===== src/rtl/sync_join_pkg.sv =====
// Shared channel types and sizing helpers for the join datapath.
// Provides: pkt_t, join_pkt_t {hi, lo}, clog2_min1(), PTR_W.
package chan_pkg;

    localparam int PKT_W = 4;

    typedef logic [PKT_W-1:0] pkt_t;

    typedef struct packed {
        pkt_t hi;
        pkt_t lo;
    } join_pkt_t;

    // ceil(log2(n)), but never below 1 so a 1-entry index still has a bit
    function automatic int clog2_min1(input int n);
        int r;
        r = 0;
        for (int i = 0; i < 31; i++) begin
            if ((1 << i) < n) r = i + 1;
        end
        return (r < 1) ? 1 : r;
    endfunction

    // pointer width for the default 2-entry FIFO (index bits + wrap bit)
    localparam int PTR_W = clog2_min1(2) + 1;

endpackage


===== src/rtl/sync_join_fifo.sv =====
// Synchronous FIFO with wrap-bit pointers; one instance buffers each join input.
// Ports: clk, rst (sync, high), push/data in, pop in, full/empty/head out.
module sync_fifo
    import chan_pkg::*;
#(
    parameter int WIDTH = 4,
    parameter int DEPTH = 2
) (
    input  logic             clk,
    input  logic             rst,
    input  logic             push,
    input  logic [WIDTH-1:0] data,
    input  logic             pop,
    output logic             full,
    output logic             empty,
    output logic [WIDTH-1:0] head
);

    localparam int AW = clog2_min1(DEPTH);

    logic [AW:0]      wp;
    logic [AW:0]      rp;
    logic [WIDTH-1:0] mem [DEPTH];

    logic do_push;
    logic do_pop;

    // full: same slot, opposite lap
    assign full    = (wp[AW] != rp[AW]) && (wp[AW-1:0] == rp[AW-1:0]);
    assign empty   = (wp == rp);
    assign head    = mem[rp[AW-1:0]];
    assign do_push = push && !full;
    assign do_pop  = pop && !empty;

    always_ff @(posedge clk) begin
        if (rst) begin
            wp <= '0;
            rp <= '0;
        end else begin
            if (do_push) wp <= wp + 1'b1;
            if (do_pop)  rp <= rp + 1'b1;
        end
    end

    always_ff @(posedge clk) begin
        if (do_push) mem[wp[AW-1:0]] <= data;
    end

endmodule


===== src/rtl/sync_join.sv =====
// Two-input join: pairs heads of two buffered channels into {l1,l0} through an FL-stage pipe.
// Ports: l0/l1 valid/ready/data in, r valid/ready/data out; clk, rst (sync, high).
module sync_join
    import chan_pkg::*;
#(
    parameter int WIDTH      = 4,
    parameter int DEPTH      = 2,
    parameter int FL         = 2,
    parameter int INIT_TOKEN = 1
) (
    input  logic               clk,
    input  logic               rst,
    input  logic [WIDTH-1:0]   l0_data,
    input  logic               l0_valid,
    output logic               l0_ready,
    input  logic [WIDTH-1:0]   l1_data,
    input  logic               l1_valid,
    output logic               l1_ready,
    output logic [2*WIDTH-1:0] r_data,
    output logic               r_valid,
    input  logic               r_ready
);

    logic             full0;
    logic             empty0;
    logic             full1;
    logic             empty1;
    logic [WIDTH-1:0] head0;
    logic [WIDTH-1:0] head1;
    logic             fire;

    logic [FL:1]        v;
    logic [FL:1]        adv;
    logic [2*WIDTH-1:0] d [1:FL];

    sync_fifo #(.WIDTH(WIDTH), .DEPTH(DEPTH)) u_fifo0 (
        .clk   (clk),
        .rst   (rst),
        .push  (l0_valid),
        .data  (l0_data),
        .pop   (fire),
        .full  (full0),
        .empty (empty0),
        .head  (head0)
    );

    sync_fifo #(.WIDTH(WIDTH), .DEPTH(DEPTH)) u_fifo1 (
        .clk   (clk),
        .rst   (rst),
        .push  (l1_valid),
        .data  (l1_data),
        .pop   (fire),
        .full  (full1),
        .empty (empty1),
        .head  (head1)
    );

    // full flags come straight from pointer flops, so ready has no input path
    assign l0_ready = !full0;
    assign l1_ready = !full1;

    // advance chain, resolved from the output back toward stage 1
    always_comb begin
        adv     = '0;
        adv[FL] = v[FL] && r_ready;
        for (int k = FL - 1; k >= 1; k--) begin
            adv[k] = v[k] && (!v[k+1] || adv[k+1]);
        end
    end

    assign fire = !empty0 && !empty1 && (!v[1] || adv[1]);

    for (genvar k = 1; k <= FL; k++) begin : g_stage
        localparam logic RST_V = (k == FL) && (INIT_TOKEN != 0);

        logic               load;
        logic [2*WIDTH-1:0] nxt;

        if (k == 1) begin : g_first
            assign load = fire;
            assign nxt  = {head1, head0};
        end else begin : g_next
            assign load = adv[k-1];
            assign nxt  = d[k-1];
        end

        always_ff @(posedge clk) begin
            if (rst) begin
                v[k] <= RST_V;
                d[k] <= '0;
            end else if (load) begin
                v[k] <= 1'b1;
                d[k] <= nxt;
            end else if (adv[k]) begin
                v[k] <= 1'b0;
            end
        end
    end

    assign r_valid = v[FL];
    assign r_data  = d[FL];

endmodule


===== config.mk =====
export PLATFORM = sky130hd
export DESIGN_NAME = sync_join
export DESIGN_NICKNAME = d
export VERILOG_FILES = /design/src/rtl/sync_join_pkg.sv /design/src/rtl/sync_join_fifo.sv /design/src/rtl/sync_join.sv
export SDC_FILE = /design/constraint.sdc
export NUM_CORES = 1
export LEC_CHECK = 0
export ABC_AREA = 1
export BUFFER_PORTS_ARGS = -buffer_cell sky130_fd_sc_hd__buf_2
export CAP_MARGIN = 10
export CORE_MARGIN = 4
export CORE_UTILIZATION = 55
export DETAILED_ROUTE_END_ITERATION = 8
export PLACE_DENSITY = 0.77
export SYNTH_ARGS = -nofsm -noshare
export SYNTH_HDL_FRONTEND = slang
export SYNTH_SLANG_ARGS = --single-unit

===== constraint.sdc =====
create_clock -name clk -period 1.7 [get_ports clk]
set_clock_uncertainty 0.05 [all_clocks]
set_input_delay 0.085 -clock clk [delete_from_list [all_inputs] [get_ports clk]]
set_output_delay 0.085 -clock clk [all_outputs]
set_load 0.01 [all_outputs]

=== Word level (Yosys, flattened, before mapping) ===
Memories as Yosys holds them, arrays and structs flattened. A register that Yosys moved wholly into a read port is not among the register bits.
Cells that the tools add are included.

* Flip-flop bits (word level): 10
* Bits in writable memories: 32
* Logic and storage cells: 61
* Memories: 3

* Multiplexer cells: 20
* $add $sub $neg: 4
* Bitwise operators: 2
* Equal/unequal tests: 6
* Reduce and logical (&&, ||, !) cells: 20

{| class="wikitable"
|+ Memory list
! memory !! depth !! width !! rd ports !! clocked after Yosys merged registers in !! write ports !! RTL line !! text
|-
| d || 2 || 8 || 2 || 0 || 2 || sync_join.sv:34 || <nowiki>logic [2*WIDTH-1:0] d [1:FL];</nowiki>
|-
| u_fifo0.mem || 2 || 4 || 1 || 1 || 1 || sync_join_fifo.sv:23 || <nowiki>logic [WIDTH-1:0] mem [DEPTH];</nowiki>
|-
| u_fifo1.mem || 2 || 4 || 1 || 1 || 1 || sync_join_fifo.sv:23 ||
|}

{| class="wikitable"
|+ Operator list
! cell !! number
|-
| two-way mux 1 bit || 18
|-
| two-way mux 8 bit || 2
|-
| logical AND 1 bit || 10
|-
| adder 2 x 1 -> 2 bit, second input constant || 4
|-
| zero test 1 bit || 6
|-
| == test 2 bit || 2
|-
| == test 1 bit || 2
|-
| logical OR 1 bit || 2
|-
| != test 1 bit || 2
|-
| bitwise OR 1 bit || 2
|-
| nonzero test 2 bit || 1
|-
| OR reduction 2 bit || 1
|}

=== Longest topological paths before layout ===
Gate-level depths: netlist of the first run.

* Word-level depth: 9
* Mapped depth: 8
* Mapped depth without buffers: 8

=== Hierarchy ===
A second synthesis of the first run with hierarchy kept.

* Cell total of the unflattened synthesis: 185
* Area, all modules: 1916.8 sq um

{| class="wikitable"
|+ Modules (own cells, without submodules)
! module !! area an instance (sq um) !! cells an instance !! instances !! seq. area each (sq um)
|-
| sync_fifo || 583.1 || 59 || 2 || 340.3
|-
| sync_join || 750.7 || 67 || 1 || 520.5
|}

=== Worst setup path before layout of the first run ===
OpenSTA, ideal clock, no wires.

* Path type: flip-flop to flip-flop
* Start point: register u_fifo0.wp[0]
* End point: memory u_fifo0.mem[1][0] (enable)
* Data required time: 1.321 ns
* Arrival: 0.981 ns
* Cell stages (with the launch flop): 7
* Slack: 0.340 ns
* Cell sequence: dfxtp_1 > inv_2 > nand2_1 > nand2_2 > nand3_2 > nand2_2 > nor2_1

* Word-level cells in the longest chain between the ends: 6

{| class="wikitable"
|+ RTL lines
! item !! RTL line !! text
|-
| from (decl) || sync_join_fifo.sv:21 || <nowiki>logic [AW:0] wp;</nowiki>
|-
| from (signal assigned) || sync_join_fifo.sv:40 || <nowiki>if (do_push) wp <= wp + 1'b1;</nowiki>
|-
| == test 1 bit || sync_join_fifo.sv:29 || <nowiki>assign full = (wp[AW] != rp[AW]) && (wp[AW-1:0] == rp[AW-1:0]);</nowiki>
|-
| logical AND 1 bit || sync_join_fifo.sv:29 ||
|-
| zero test 1 bit || n/a ||
|-
| net l0_ready || sync_join.sv:15 || <nowiki>output logic l0_ready,</nowiki>
|-
| logical AND 1 bit || sync_join_fifo.sv:32 || <nowiki>assign do_push = push && !full;</nowiki>
|-
| two-way mux 1 bit || sync_join_fifo.sv:46 || <nowiki>if (do_push) mem[wp[AW-1:0]] <= data;</nowiki>
|-
| two-way mux 1 bit (not written as such) || sync_join_fifo.sv:46 ||
|-
| to (decl) || sync_join_fifo.sv:23 ||
|}

The timed path passes the listed nets, and every way through them passes these cells.

=== Worst setup path after layout of the first run ===
* Start point: register u_fifo1.rp[0]
* End point: memory u_fifo1.mem[0][1] (enable)

* Word-level cells in the longest chain between the ends: 6

{| class="wikitable"
|+ RTL lines
! item !! RTL line !! text
|-
| from (decl) || sync_join_fifo.sv:22 || <nowiki>logic [AW:0] rp;</nowiki>
|-
| from (signal assigned) || sync_join_fifo.sv:41 || <nowiki>if (do_pop) rp <= rp + 1'b1;</nowiki>
|-
| == test 1 bit || sync_join_fifo.sv:29 ||
|-
| logical AND 1 bit || sync_join_fifo.sv:29 ||
|-
| zero test 1 bit || sync_join_fifo.sv:32 ||
|-
| logical AND 1 bit || sync_join_fifo.sv:32 ||
|-
| two-way mux 1 bit || sync_join_fifo.sv:46 ||
|-
| two-way mux 1 bit (not written as such) || sync_join_fifo.sv:46 ||
|-
| to (decl) || sync_join_fifo.sv:23 ||
|}

No other way between the ends.

==> results of run 1 <==
## metal layers
| layer | track usage [%] | vias up | part of all wire [%] |
|---|---|---|---|
| li1 | - | 620 | - |
| met4 | 7.39 | 0 | 2.1 |
| met2 | 26.3 | 30 | 51 |
| met3 | 4.68 | 7 | 4.9 |
| met5 | 0 | - | 0 |
| met1 | 17.8 | 563 | 42 |
## flip-flops by register name (all words and copies together) (netlist names), named ones only
signal,flops
d,16
r_valid,1
u_fifo0.mem,8
u_fifo0.rp,2
u_fifo0.wp,2
u_fifo1.mem,8
u_fifo1.rp,2
u_fifo1.wp,2
v,1
## worst paths after layout
path,endpoint,cells past startpoint
min reg2reg,u_fifo0.rp[0],2
min,r_valid,4
max,u_fifo1.mem[0][1],6
max reg2reg,u_fifo1.mem[0][1],6
## where the power goes
part,leakage [uW],switching [uW],internal (uW)
clock,0.0000259,310,158
sequential,0.000417,67.4,1300
combinational,0.000429,292,158
## worst max-delay path: cells and delay by family, from the launching register on
family | cells | cell delay, ns
flops | 1 | 0.39
buf+inv | 1 | 0.09
simple gates | 5 | 0.66
## layout by cell type (no fill, tap or decap)
cell / n
inv_2: 4
nand4_1: 2
nand3_2: 2
nor2_1: 14
nand3_1: 8
dlygate4sd3_1: 11
buf_2: 23
buf_4: 1
dfxtp_1: 9
inv_1: 18
nand2_4: 3
edfxtp_1: 32
clkbuf_4: 5
nand2_2: 3
clkbuf_1: 1
xor2_1: 2
a21oi_1: 17
dfxtp_4: 1
nand4_4: 1
nand2_1: 42
dfxtp_2: 2
nand3_4: 2
clkinvlp_4: 1
clkinv_1: 1
## cell families (layout without fill, tap and decap cells)
family          after synthesis  count (layout)
buf+inv                      23              65
flops                        44              44
simple gates                 77              77
xor+xnor                      2               2
compound gates               17              17
## metrics by stage
stage / util [%] / std cells / instance area [sq um] / power, uW / setup WS (ns)
after global placement: 62.9 / 229 / 1940 / 1780 / 0.263
after floorplan: - / 163 / 1770 / 1690 / 0.340
after global routing: 69.0 / 249 / 2120 / 2420 / 0.0215
after detailed placement: 62.9 / 229 / 1940 / 1800 / 0.197
after CTS: 68.5 / 249 / 2110 / 2280 / 0.0274
final: 69.0 / 249 / 2120 / 2280 / 0.171
## layout make-up
type,count,area (sq um)
clock buffers,6,41.3
clock inverters,2,11.3
fillers,244,953
inverters,22,82.6
multi-input cells,96,494
flip-flops and latches,44,1210
well taps,44,55.1
repair buffers,35,233
## repair_timing
| action | CTS | global route |
|---|---|---|
| endpoints found under the setup margin | 0 | 1 |
| hold buffers | 12 | 0 |
| resized for setup | 0 | 7 |
| endpoints found under the hold margin | 23 | 0 |
| buffers inserted | 0 | 1 |
==> impl_results.md, run 1 <==
- DRC Markers: 0
- Via density: 4.90
- YS warnings: 0
- Hold Crit Class: input port to flop
- Die footprint: 4190 sq um
- Ys flop type: edfxtp_1
- Max-slew violation count: 0
- Post-synth net total: 176
- Area grow syn2layout: 20.0%
- Synth Cell Area: 1770 sq um
- Final Cycle Share: 89.9%
- Tot GR Track Use: 15.5%
- Async set-reset flop share out of synthesis: 0%
- Syn avg cell area: 10.9 sq um
- Distinct cell type count after synthesis: 16
- Largest family of logic cells by synthesized area: simple AND/OR/NAND/NOR gates
- Largest area contributor in the netlist: edfxtp_1
- Clock-pin slew on the worst setup and hold paths: 0.12 ns
- Share of cells above drive strength 1: 23.4%
- DIE WIDTH: 64.7 um
- Maxcap violations: 0
- Wire per inst: 11.3 um
- Top-count cell post-synth: nand2_1
- Relative slew slack: 74.0%
- First-pass GRT wire length: 4950 um
- I/O pin cnt: 24
- Final setup viols: 0
- Fin nets: 217
- Post-DP HPWL: 2030 um
- HP Start: r_ready
- Critical path origin: u_fifo1.rp[0]
- Hold Fails Final Rpt: 0
- Synth Area in XOR/XNOR: 0.989%
- Req. time, crit path: 1.66 ns
- R2r setup slk: 0.17 ns
- Post-route minimum period: 1.53 ns
- Vias: 1220
- Number of DRC markers in iteration 0: 32
- Status: finished, final reports clean
- FF-to-FF Start: u_fifo1.rp[0]
- Maximum VDD drop: 0.627 mV
- Mux share of post-synthesis cell area: 0%
- Most frequent cells after synthesis: nand2_1 (42), edfxtp_1 (32), inv_1 (19)
- ANT nets after route: 0
- CTS HTree Levels: 2
- Drt first pass iters: 4
- Gate Count Post-Synth: 163
- CTS sink count: 44
- Worst setup EP type: flop
- Synth Area in Compound Gates: 4.81%
- Grt ovf: 0
- TritonCTS clock tree: yes
- Core Box Area: 3080 sq um
- Diode count: 0
- Critical path type: flop to flop
- Area contributors post-synth: edfxtp_1 (54%), dfxtp_1 (14%), nand2_1 (8.9%)
- CTS Root Cell: clkbuf_4
- Number of synthesized flops with an enable pin: 32
- Number of global-route vias before repair: 1185
- Synth Area in Adders: 0%
- Most frequent CP cell: nand2_2
- Setup TNS: 0 ns
- Crit Path Max Fanout: 4
- Initial core utilization: 57.5%
- Top cell type's share of synthesized area: 54.3%
- Pleak: 0.000871 uW
- Critical Path Start Type: flop
- Min Hold Slack: 0.0111 ns
- Port bufs: 23
- Slew @ Worst Pin: 0.389 ns
- Number of buffers created by CTS: 5
- Max stage delay cell, worst path: dfxtp_1
- Largest net degree at the start of global routing: 14
- # rows: 20
- Initial antenna violation count: 0
- Critical Path AT: 1.49 ns
- Slowest stage delay, CP: 0.39 ns
- Max clock buf depth: 2
- Clk_lat worst skew: 0.35 ns
- RSZ-0062 raised after global routing: false
- Final Wtd Congestion: 0.808
- FMAX: 654 MHz
- Flops & latches, synth: 44
- Simple-Gate Fraction of Synth Area: 21.4%
- Pwr dens: 1070 nW/um^2
- Cell Chain, Critical Path: inv_1 > nand2_1 > nand2_2 > nand3_2 > nand2_2 > nor2_1
- Seq/Total Area, Yosys: 67.8%
- Total wire length: 2820 um
- Chip height: 64.7 um
(Power assumes the default switching activity.)
==> inputs of run 2 (changes only) <==
--- a/config.mk
+++ b/config.mk
@@ -8,10 +8,12 @@
 export ABC_AREA = 1
 export BUFFER_PORTS_ARGS = -buffer_cell sky130_fd_sc_hd__buf_2
 export CAP_MARGIN = 10
+export CELL_PAD_IN_SITES_DETAIL_PLACEMENT = 0
+export CELL_PAD_IN_SITES_GLOBAL_PLACEMENT = 1
 export CORE_MARGIN = 4
-export CORE_UTILIZATION = 55
+export CORE_UTILIZATION = 44
 export DETAILED_ROUTE_END_ITERATION = 8
-export PLACE_DENSITY = 0.77
+export PLACE_DENSITY_LB_ADDON = 0.1
 export SYNTH_ARGS = -nofsm -noshare
 export SYNTH_HDL_FRONTEND = slang
 export SYNTH_SLANG_ARGS = --single-unit
==> run 2 against run 1 <==
Effect of this change:
- clock power grew 66%
- largest power group unchanged
- hold slack better by 0.013 ns
- critical path depth unchanged
- non-clock buffer count shrank 4
- register-to-register slack better by 0.02 ns
- cell count unchanged
- combinational power decreased by 5.3%
- critical endpoint is now d[1][0]
- maximum frequency rose by 1.2%
- via count is 5.8% lower
- core utilization fell by 12 points
- sequential share of layout area fell by 0.49 points
- die area up 22%
==> impl_results.md, run 2 (synthesis results as in run 1) <==
- Status: finished, final reports clean
- Hold Crit Class: input port to flop
- TritonCTS clock tree: yes
- Share of cells above drive strength 1: 22.4% (-1.0 points)
- Net Sw Frac: 26.8% (-2.5 points)
- Critical Path AT: 1.43 ns (-0.06 ns)
- Drt first pass iters: 4 (unchanged)
- Grt ovf: 0 (unchanged)
- I/O pin cnt: 24 (unchanged)
- Tot GR Track Use: 12.1% (-3.4 points)
- Cell Chain, Critical Path: inv_2 > nand2_1 > nand2_2 > nand2_4 > nand3_4 > nand2_1
- Most frequent CP cell: nand2_1
- First-pass GRT wire length: 4790 um (-3.2%)
- Relative slew slack: 76.1% (+2.2 points)
- Final Wtd Congestion: 0.771 (-4.6%)
- Pwr dens: 1200 nW/um^2 (+12%)
- ANT nets after route: 0 (unchanged)
- Clock power frac: 30.2% (+9.7 points)
- Fillers: 317 (+30%)
- Critical path type: flop to flop
- Max-slew violation count: 0 (unchanged)
- Resize count post-CTS: 0 (unchanged)
- Initial antenna violation count: 0 (unchanged)
- Clk_lat worst skew: 0.29 ns (-0.06 ns)
- Post-CTS setup buffer count: 0 (unchanged)
- DRC Markers: 0 (unchanged)
- Largest register FFs: 16 (unchanged)
- Critical Path Start Type: flop
- Diode count: 0 (unchanged)
- Worst reg2reg path depth: 6 (unchanged)
- Worst setup EP type: flop
- Largest net degree at the start of global routing: 15 (+1)
- Number of buffers created by CTS: 5 (unchanged)
- R2r setup slk: 0.19 ns (+0.02 ns)
- Post-route minimum period: 1.51 ns (-0.0186 ns)
- Via density: 4.61 (-5.8%)
- Clock-pin slew on the worst setup and hold paths: 0.08 ns (-0.04 ns)
- Register with the highest flop count: d
- Number of DRC markers in iteration 0: 33 (+3.1%)
- Chip height: 71.4 um (+10%)
- Hold Path End: u_fifo1.wp[1]
- Final setup viols: 0 (unchanged)
- Area grow syn2layout: 20.4%
- Core Box Area: 3770 sq um (+23%)
- Pleak: 0.000879 uW (+0.82%)
- Slowest stage delay, CP: 0.43 ns (+0.04 ns)
- Maximum VDD drop: 0.590 mV (-5.9%)
- Post-DP HPWL: 2080 um (+2.6%)
- Combinational share of power: 16.6% (-3.1 points)
- P_sw: 688 uW (+2.7%)
- Vias: 1149 (-5.8%)
- Storage cell area: 1200 sq um (-0.52%)
- Part of the power in registers: 53.1% (-6.7 points)
- Crit Path Max Fanout: 8 (+4)
- Maxcap violations: 0 (unchanged)
- HP Start: rst
- Fin nets: 213 (-1.8%)
- Die footprint: 5100 sq um (+22%)
- Commonest non-fill, non-tap cell in the layout: nand2_1
- FF-to-FF Start: u_fifo1.wp[0]
- Internal power: 1870 uW (+16%)
- Total power: 2560 uW (+12%)
- CTS Root Cell: clkbuf_8
- Total wire length: 2830 um (+0.53%)
- Max stage delay cell, worst path: dfxtp_1
- FMAX: 662 MHz (+1.2%)
- Final Cycle Share: 88.8% (-1.1 points)
- Slew @ Worst Pin: 0.357 ns (-0.0323 ns)
- Reg-to-Reg End: d[1][0]
- DIE WIDTH: 71.4 um (+10%)
- Hold Path Cell Cnt: 2 (-2)
- Initial core utilization: 46.9% (-11 points)
- CTS sink count: 44 (unchanged)
- Number of global-route vias before repair: 1117 (-5.7%)
- Req. time, crit path: 1.62 ns (-0.04 ns)
- # rows: 22 (+10%)
- Area of the multi-input gates: 482 sq um (-2.5%)
- Wire per inst: 11.4 um (+0.53%)
- Hold Fails Final Rpt: 0 (unchanged)
- Setup TNS: 0 ns (unchanged)
- Port bufs: 23 (unchanged)
- RSZ-0062 raised after global routing: false
- Max clock buf depth: 2 (unchanged)
- CTS HTree Levels: 2 (unchanged)
- Most frequent cells in the layout: nand2_1 (42), edfxtp_1 (32), buf_2 (23)
-- run 2: cell types whose count changed in the layout (fill, tap and decap cells not counted), sizes merged --
cell	delta
dlygate4sd3	-3
buf	-1
bufinv	+1
clkbuf	-1
-- run 2: layout make-up --
cell class	instances	share of cell area (%)
sequential	44	56.3
multi-input combinational	96	22.6
timing repair buffer	31	9.15
inverter	22	3.87
tap	48	2.82
clock inverter	3	2.00
clock buffer	5	3.23
-- run 2: worst max-delay path by stage --
stage / startpoint / to / depth (start not counted) / slack, ns
floorplan: u_fifo0.wp[0] / u_fifo0.mem[1][0] / 6 / 0.34
global placement: u_fifo0.wp[0] / d[1][2] / 6 / 0.22
detailed placement: u_fifo0.wp[0] / d[1][1] / 6 / 0.18
CTS: u_fifo0.wp[0] / d[1][2] / 6 / 0.17
global route: u_fifo0.rp[1] / d[1][7] / 6 / 0.02
finish: u_fifo1.wp[0] / d[1][0] / 6 / 0.19
-- run 2: worst max-delay path, delay by kind of cell, from the launching register on --
| family | cells | cell delay, ns |
|---|---|---|
| buffers and inverters | 1 | 0.07 |
| DFF | 1 | 0.43 |
| and+or+nand+nor | 5 | 0.64 |
-- run 2: per-layer routing --
metal  part of all wire [%]  vias up  GRT usage [%]
li1                       -      612              -
met1                     44      511           14.2
met4                    1.4        0           4.38
met2                     50       22           20.8
met3                    4.9        4           3.93
met5                      0        -              0
-- run 2: what timing repair did --
item	CTS	global route
hold endpoints to repair	16	0
setup endpoints to repair	0	0
hold buffers	8	0
-- run 2: power by group through the flow --
| stage | Clock [uW] | Sequential (uW) | Combinational, uW |
|---|---|---|---|
| after detailed placement | 0 | 1390 | 414 |
| after global placement | 0 | 1380 | 408 |
| after floorplan | 0 | 1380 | 306 |
| after CTS | 801 | 1360 | 430 |
| final | 775 | 1360 | 426 |
| after global routing | 834 | 1380 | 490 |
-- run 2: stage by stage --
step	hold WS (ns)	util [%]	setup slack, ns	area (sq um)	instances
floorplan	0.134	-	0.340	1770	163
global placement	0.224	51.5	0.225	1940	233
detailed placement	0.229	51.5	0.184	1940	233
CTS	0.0208	56.5	0.172	2130	249
global route	0.0412	56.5	0.0178	2130	249
finish	0.0239	56.5	0.190	2130	249
